**src/rtl/uart_baud_gen.sv**
```systemverilog
// Fractional baud-rate generator: oversample tick, bit tick and mid-bit strobe.
// The divisor is programmable at runtime, and a new value takes effect at the next period boundary.
module uart_baud_gen #(
  parameter int CLK_HZ     = 50_000_000,
  parameter int BAUD       = 115_200,
  parameter int OVERSAMPLE = 16,
  parameter int DIV_W      = 16,
  parameter int FRAC_W     = 4,
  localparam int PH_W      = $clog2(OVERSAMPLE)
) (
  input  logic              clk,
  input  logic              res_n,
  input  logic              en,
  input  logic [DIV_W-1:0]  div_int,
  input  logic [FRAC_W-1:0] div_frac,
  input  logic              div_load,
  input  logic              resync,
  output logic              tick_os,
  output logic              tick_baud,
  output logic              tick_mid,
  output logic [PH_W-1:0]   os_phase
);

  localparam longint DEN_L = longint'(BAUD) * longint'(OVERSAMPLE);
  localparam longint NUM_L = longint'(CLK_HZ) * (64'sd1 << FRAC_W);
  localparam longint DEF_L = (64'sd2 * NUM_L + DEN_L) / (64'sd2 * DEN_L);
  localparam logic [DIV_W-1:0]  DEF_INT  = DIV_W'(DEF_L >>> FRAC_W);
  localparam logic [FRAC_W-1:0] DEF_FRAC = FRAC_W'(DEF_L);
  localparam logic [PH_W-1:0]   PH_MID   = PH_W'(OVERSAMPLE / 2);
  localparam logic [PH_W-1:0]   PH_LAST  = PH_W'(OVERSAMPLE - 1);

  logic [DIV_W-1:0]  cnt_r;
  logic [DIV_W-1:0]  int_act_r;
  logic [DIV_W-1:0]  int_sh_r;
  logic [FRAC_W-1:0] acc_r;
  logic [FRAC_W-1:0] frac_act_r;
  logic [FRAC_W-1:0] frac_sh_r;
  logic              ext_r;
  logic              pend_r;
  logic [PH_W-1:0]   os_phase_r;
  logic              tick_os_r;
  logic              tick_baud_r;
  logic              tick_mid_r;

  logic [DIV_W-1:0]  div_eff_s;
  logic [DIV_W:0]    per_s;
  logic [DIV_W:0]    cnt_inc_s;
  logic [FRAC_W:0]   acc_sum_s;
  logic [PH_W-1:0]   phase_nx_s;
  logic              last_s;
  logic              wrap_s;

  // Period length, end-of-period detection and next accumulator/phase values
  always_comb begin
    div_eff_s = int_act_r;
    if (int_act_r == {DIV_W{1'b0}}) begin
      div_eff_s = {{(DIV_W-1){1'b0}}, 1'b1};
    end else begin
      div_eff_s = int_act_r;
    end
    per_s      = {1'b0, div_eff_s} + {{DIV_W{1'b0}}, ext_r};
    cnt_inc_s  = {1'b0, cnt_r} + {{DIV_W{1'b0}}, 1'b1};
    last_s     = (cnt_inc_s == per_s);
    wrap_s     = en & ~resync & last_s;
    acc_sum_s  = {1'b0, acc_r} + {1'b0, frac_act_r};
    phase_nx_s = os_phase_r + {{(PH_W-1){1'b0}}, 1'b1};
  end

  // Cycle counter, fractional accumulator, oversample phase and registered ticks
  always_ff @(posedge clk or negedge res_n) begin
    if (!res_n) begin
      cnt_r       <= {DIV_W{1'b0}};
      acc_r       <= {FRAC_W{1'b0}};
      ext_r       <= 1'b0;
      os_phase_r  <= {PH_W{1'b0}};
      tick_os_r   <= 1'b0;
      tick_baud_r <= 1'b0;
      tick_mid_r  <= 1'b0;
    end else if (resync) begin
      cnt_r       <= {DIV_W{1'b0}};
      acc_r       <= {FRAC_W{1'b0}};
      ext_r       <= 1'b0;
      os_phase_r  <= {PH_W{1'b0}};
      tick_os_r   <= 1'b0;
      tick_baud_r <= 1'b0;
      tick_mid_r  <= 1'b0;
    end else if (en) begin
      tick_os_r   <= last_s;
      tick_baud_r <= last_s & (os_phase_r == PH_LAST);
      tick_mid_r  <= last_s & (phase_nx_s == PH_MID);
      if (last_s) begin
        cnt_r      <= {DIV_W{1'b0}};
        acc_r      <= acc_sum_s[FRAC_W-1:0];
        ext_r      <= acc_sum_s[FRAC_W];
        os_phase_r <= phase_nx_s;
      end else begin
        cnt_r      <= cnt_inc_s[DIV_W-1:0];
      end
    end else begin
      tick_os_r   <= 1'b0;
      tick_baud_r <= 1'b0;
      tick_mid_r  <= 1'b0;
    end
  end

  // Active/shadow divisor: loads while running wait for the period boundary
  always_ff @(posedge clk or negedge res_n) begin
    if (!res_n) begin
      int_act_r  <= DEF_INT;
      frac_act_r <= DEF_FRAC;
      int_sh_r   <= DEF_INT;
      frac_sh_r  <= DEF_FRAC;
      pend_r     <= 1'b0;
    end else if (div_load && (!en || resync)) begin
      int_act_r  <= div_int;
      frac_act_r <= div_frac;
      pend_r     <= 1'b0;
    end else if (wrap_s) begin
      if (div_load) begin
        int_act_r  <= div_int;
        frac_act_r <= div_frac;
        pend_r     <= 1'b0;
      end else if (pend_r) begin
        int_act_r  <= int_sh_r;
        frac_act_r <= frac_sh_r;
        pend_r     <= 1'b0;
      end else begin
        pend_r     <= 1'b0;
      end
    end else if (div_load) begin
      int_sh_r  <= div_int;
      frac_sh_r <= div_frac;
      pend_r    <= 1'b1;
    end else begin
      pend_r    <= pend_r;
    end
  end

  assign tick_os   = tick_os_r;
  assign tick_baud = tick_baud_r;
  assign tick_mid  = tick_mid_r;
  assign os_phase  = os_phase_r;

endmodule
```
**config.mk**
```make
export PLATFORM = sky130hd
export DESIGN_NAME = uart_baud_gen
export DESIGN_NICKNAME = d
export VERILOG_FILES = /design/src/rtl/uart_baud_gen.sv
export SDC_FILE = /design/constraint.sdc
export NUM_CORES = 1
export LEC_CHECK = 0
export BUFFER_PORTS_ARGS = -buffer_cell sky130_fd_sc_hd__buf_2
export CAP_MARGIN = 25
export CORE_MARGIN = 2
export CORE_UTILIZATION = 35
export CTS_BUF_LIST = sky130_fd_sc_hd__clkbuf_2 sky130_fd_sc_hd__clkbuf_4 sky130_fd_sc_hd__clkbuf_8
export DETAILED_ROUTE_END_ITERATION = 10
export HOLD_SLACK_MARGIN = 0.05
export PLACE_DENSITY = 0.55
export RECOVER_POWER = 100
export SYNTH_ARGS = -nofsm -noshare
export SYNTH_HDL_FRONTEND = slang
export SYNTH_SLANG_ARGS = --single-unit
```
**constraint.sdc**
```tcl
create_clock -name clk -period 4.8 [get_ports clk]
set_input_delay 0.72 -clock clk [delete_from_list [all_inputs] [get_ports clk]]
set_output_delay 0.72 -clock clk [all_outputs]
set_load 0.02 [all_outputs]
```
Word level (Yosys, flattened, before mapping)
Index checks and enable logic that the tools add are counted.

Bits in registers: 69. Input bits: 25. Logic and storage cells: 68.

Add/subtract/negate cells: 4. Equality and inequality tests: 3. Mux-type cells: 30. Bitwise gates (word level): 7. Reduce and logical (&&, ||, !) cells: 12.

Operators by type and width (number): 16-bit two-way mux (8); 4-bit two-way mux (10); 16-bit by 1-bit adder with 17-bit output (1); 16-bit by 1-bit adder with 17-bit output, second input constant (1); 17-bit == test (1); 16-bit zero test (1); 1-bit two-way mux (12); 4-bit == test, second input constant (2); 2-bit nonzero test (3); 3-bit nonzero test (2); 4-bit by 4-bit adder with 5-bit output (1); 4-bit by 1-bit adder with 4-bit output, second input constant (1); 1-bit AND (4); 2-bit AND reduction (2); 1-bit NOT (3); 3-bit AND reduction (1); 1-bit logical AND (1); 1-bit zero test (1); 1-bit logical OR (1).

Logic depth before layout (Yosys ltp)
Word-level depth: 7. Depth in mapped cells: 15.

Least setup slack after synthesis
No wires, ideal clock.

Kind: register to register. Start point: reg int_act_r[4]. End point: reg int_act_r[10]. Library setup time: 0.125 ns. Arrival time: 3.261 ns. Required time: 4.675 ns. Path slack: 1.414 ns. Cell stages (with the launch flop): 15. Buffers on the path: 2. Period minus slack after synthesis: 3.386 ns. Path through: dfstp_2 -> buf_2 -> nor4_1 -> a41o_1 -> ha_1 -> ha_1 -> and3_1 -> xnor2_1 -> xnor2_1 -> nand3_1 -> a2111oi_0 -> o2111ai_2 -> a21oi_1 -> buf_4 -> mux2_2.

Cells in the longest elaborated chain, start to end: 7.

RTL lines: from (decl) (line 33) `logic [DIV_W-1:0] int_act_r;`; from (signal assigned) (line 115) `int_act_r <= div_int;`; from (signal assigned) (line 120) `int_act_r <= div_int;`; from (signal assigned) (line 124) `int_act_r <= int_sh_r;`; 16-bit zero test (line 56) `if (int_act_r == {DIV_W{1'b0}}) begin`; 16-bit two-way mux * (line 56); 16-bit by 1-bit adder with 17-bit output * (line 61) `per_s = {1'b0, div_eff_s} + {{DIV_W{1'b0}}, ext_r};`; 17-bit == test * (line 63) `last_s = (cnt_inc_s == per_s);`; 1-bit AND * (line 64) `wrap_s = en & ~resync & last_s;`; 2-bit nonzero test (no source line) *; 2-bit AND reduction (no source line) *.

Every way passes the cells marked *; elsewhere a longest branch is shown, timed or not. A chain may end at the register's enable or synchronous reset.

Worst setup path in the final report
Start point: reg int_act_r[8]. End point: reg acc_r[2].

Cells in the longest elaborated chain, start to end: 6.

RTL lines: 16-bit zero test (line 56); 16-bit two-way mux * (line 56); 16-bit by 1-bit adder with 17-bit output * (line 61); 17-bit == test * (line 63); 2-bit nonzero test (no source line) *; 2-bit AND reduction (no source line) *; to (signal assigned) (line 73) `acc_r <= {FRAC_W{1'b0}};`; to (signal assigned) (line 81) `acc_r <= {FRAC_W{1'b0}};`; to (signal assigned) (line 93) `acc_r <= acc_sum_s[FRAC_W-1:0];`; to (decl) (line 35) `logic [FRAC_W-1:0] acc_r;`.

Marked as above.

==> results.py <==
metrics = {
    "detailed_routing": {
        "vias_per_cell": 5.250,
        "wl_per_cell_um": 15.61,
        "num_vias": 2945,
        "drc": 0,
        "drt-initial-drc-count": 126,
        "first_pass_iters": 4,
        "wl_um": 8759,
        "ant_nets": 0,
    },
    "synthesis": {
        "avgSynthCellArea_um2": 10.88,
        "synth_ff_type": "dfrtp_1",
        "ys_warn_count": 0,
        "yosysMostFrequentCell": "dfrtp_1",
        "synth_top_area_cell": "dfrtp_1",
        "synth-edff-count": 0,
        "yosys.cell_types.count": 48,
        "postSynth.asyncResetShare_pct": 100.0,
        "synthTopCellsByCount": "59 x dfrtp_1, 39 x mux2_2, 26 x xnor2_1, 21 x a21oi_1",
        "seq_area_frac_synth_pct": 41.19,
        "synth_top_area_share_pct": 34.96,
        "synth_fp_nets": 423,
        "netlist_top_cells_area": "dfrtp_1 35%, mux2_2 10%, mux2_4 7.1%, dfstp_2 6.2%, xnor2_1 5.4%",
        "synthesis.area_um2": 4223,
        "synth-seq-cells": 69,
        "syn_inst": 388,
    },
    "floorplanning": {
        "ios": 32,
        "die_area_um2": 12960,
        "fp-row-count": 40,
        "die_y_um": 113.8,
        "start_util_pct": 35.45,
        "core_um2": 11910,
        "die_w_um": 113.8,
    },
    "finish": {
        "num_antenna_cells": 0,
        "syn2layout_area_growth_pct": 7.941,
        "nets": 444,
        "drive_gt1_share_pct": 23.91,
        "instances_no_fill": 561,
    },
    "pwr": {
        "power_density_nw_per_um2": 320.1,
        "vdd_drop_max_uv": 117.1,
        "p_leak_nw": 1.880,
        "report.power.total_mw": 1.459,
    },
    "timing": {
        "finalSetupTns_ns": 0,
        "fin_crit_sh_pct": 87.28,
        "period_minus_slack_ns": 4.190,
        "rsz0062_at_grt": "no",
        "max_freq_mhz": 238.7,
        "hold_viol_final": 0,
        "tightest_slew_ns": 2.007,
        "fin_skew_ns": 0.01246,
        "setup_viol": 0,
        "slew_headroom_pct": -33.80,
        "whs_ns": 0.4908,
        "maxSlewViolCount": 72,
    },
    "grt": {
        "gr-total-overflow": 0,
        "gr-usage-met2_pct": 24.83,
        "grt-busiest-layer": "met2",
        "antenna_found_initial": 0,
        "grt_use_total_pct": 14.76,
        "grt_pass1_wl_um": 15460,
        "grt_pass1_vias": 3151,
        "use_met3_pct": 2.922,
        "grtUsageMet1_pct": 19.16,
        "grt_max_degree": 40,
    },
    "run": {
        "cap_viol_max_count": 2,
    },
    "outcome": {
        "violations": "capacitance limit, slew limit",
        "status": "complete, but fails checks",
    },
    "cts": {
        "post_cts_resized": 0,
        "clkSlewWorstSetupHoldPaths_ns": 0.08,
        "root_buffer": "clkbuf_8",
        "cts_setup_buffers": 0,
        "cts_buffers": 9,
        "htreeDepth": 3,
        "cts_tree": "yes",
        "clockBufferDepth": 2,
        "cts_hold_buf": 0,
        "clock_latency_ns": 0.35,
        "cts_sinks": 69,
    },
    "critical_path": {
        "end_kind": "register",
        "worstPathArrival_ns": 4.46,
        "criticalPathCategory": "reg2reg",
        "start_kind": "register",
        "crit_required_ns": 5.07,
        "cp_max_fo": 22,
    },
    "placed_design": {
        "gp_congestion": 0.8176,
        "dp_hpwl_um": 6196,
        "dp.cells": 545,
        "portBuffers": 31,
    },
    "min_path": {
        "min_path_type": "reg2reg",
    },
}
[routing by layer]
| layer | wire length, um | part of all wire (%) | vias to the layer above |
|---|---|---|---|
| li1 | - | - | 1443 |
| met1 | 4125 | 47 | 1447 |
| met2 | 4296 | 49 | 40 |
| met3 | 186 | 2.1 | 15 |
| met4 | 151 | 1.7 | 0 |
| met5 | 0 | 0 | - |
[worst max-delay path, cell delays in order (launching register included)]
cell and delay (ns):
dfrtp_1 0.45, nor4_1 0.31, a41o_1 0.21, ha_1 0.19
and4_1 0.29, nand3_1 0.09, or2_0 0.31, or3_1 0.35
a221oi_2 0.27, o2111ai_1 0.56, clkbuf_2 0.48, or3_1 0.43
a21oi_1 0.16
[logic make-up (layout without fill, tap and decap cells)]
family                   after synthesis  in the layout  synth area share (%)
XOR/XNOR                              43             43                 9.748
flip-flops                            69             69                 41.19
AND/OR/NAND/NOR                      114            114                 15.53
AO/OA/AOI/OAI                         54             54                 8.089
adder cells (fa/ha/maj)               10             10                 3.141
buffers and inverters                 35             61                 3.852
multiplexers                          63             63                 18.46
[metrics by stage]
| step | instance area (um^2) | worst slack [ns] | utilization [%] |
|---|---|---|---|
| finish | 4558 | 0.6104 | 38.27 |
| global placement | 4471 | 0.8796 | 37.53 |
| detailed placement | 4471 | 0.7937 | 37.53 |
| CTS | 4654 | 0.7579 | 39.08 |
| floorplan | 4223 | 1.414 | - |
| global route | 4558 | 0.2075 | 38.27 |
[final cells by class]
| class | instances | area [um^2] |
|---|---|---|
| Clock buffer | 10 | 137.6 |
| Clock inverter | 6 | 46.29 |
| Fill cell | 1209 | 7353 |
| Inverter | 10 | 37.54 |
| Multi-Input combinational cell | 284 | 2245 |
| Sequential cell | 69 | 1739 |
| Tap cell | 147 | 183.9 |
| Timing Repair Buffer | 35 | 168.9 |
[report_power, final]
group          internal (mW)  leakage (nW)  switching [mW]
clock network          0.206        0.0946           0.244
registers              0.670         0.862          0.0811
logic                  0.144         0.924           0.113
total                   1.02          1.88           0.438
[path summary, 6_finish.rpt]
check	slack, ns	depth (start not counted)	from	end
max in group asynchronous	1.46	2	res_n	int_sh_r[9]
worst max-delay path	0.61	12	int_act_r[8]	acc_r[2]
worst min register to register	0.49	1	int_sh_r[12]	int_sh_r[12]
min in group asynchronous	0.93	1	res_n	os_phase[1]
worst min-delay path	0.49	1	int_sh_r[12]	int_sh_r[12]
worst max register to register	0.61	12	int_act_r[8]	acc_r[2]
[sequential cells by signal, indices dropped and copies added, names as in the netlist]
signal,count
acc_r,4
cnt_r,16
ext_r,1
frac_act_r,4
frac_sh_r,4
int_act_r,16
int_sh_r,16
os_phase,4
pend_r,1
tick_baud,1
tick_mid,1
tick_os,1
[placed cells by master (no fill, tap or decap), types with 6 or more instances in the layout]
cell      count
mux2_1       19
xnor2_1      26
nor2_1       18
buf_2        23
xor2_1       14
nand4_1       8
inv_1        10
a22oi_1       9
or3_1         9
nand3_1      20
dfrtp_1      59
nor4_1        9
clkbuf_1      9
nor3_1        6
mux2_2       39
dfstp_2      10
nand2_1      19
o21ai_0      12
clkbuf_8     10
ha_1          9
a21oi_1      20
Power figures use the tool's default switching activity.
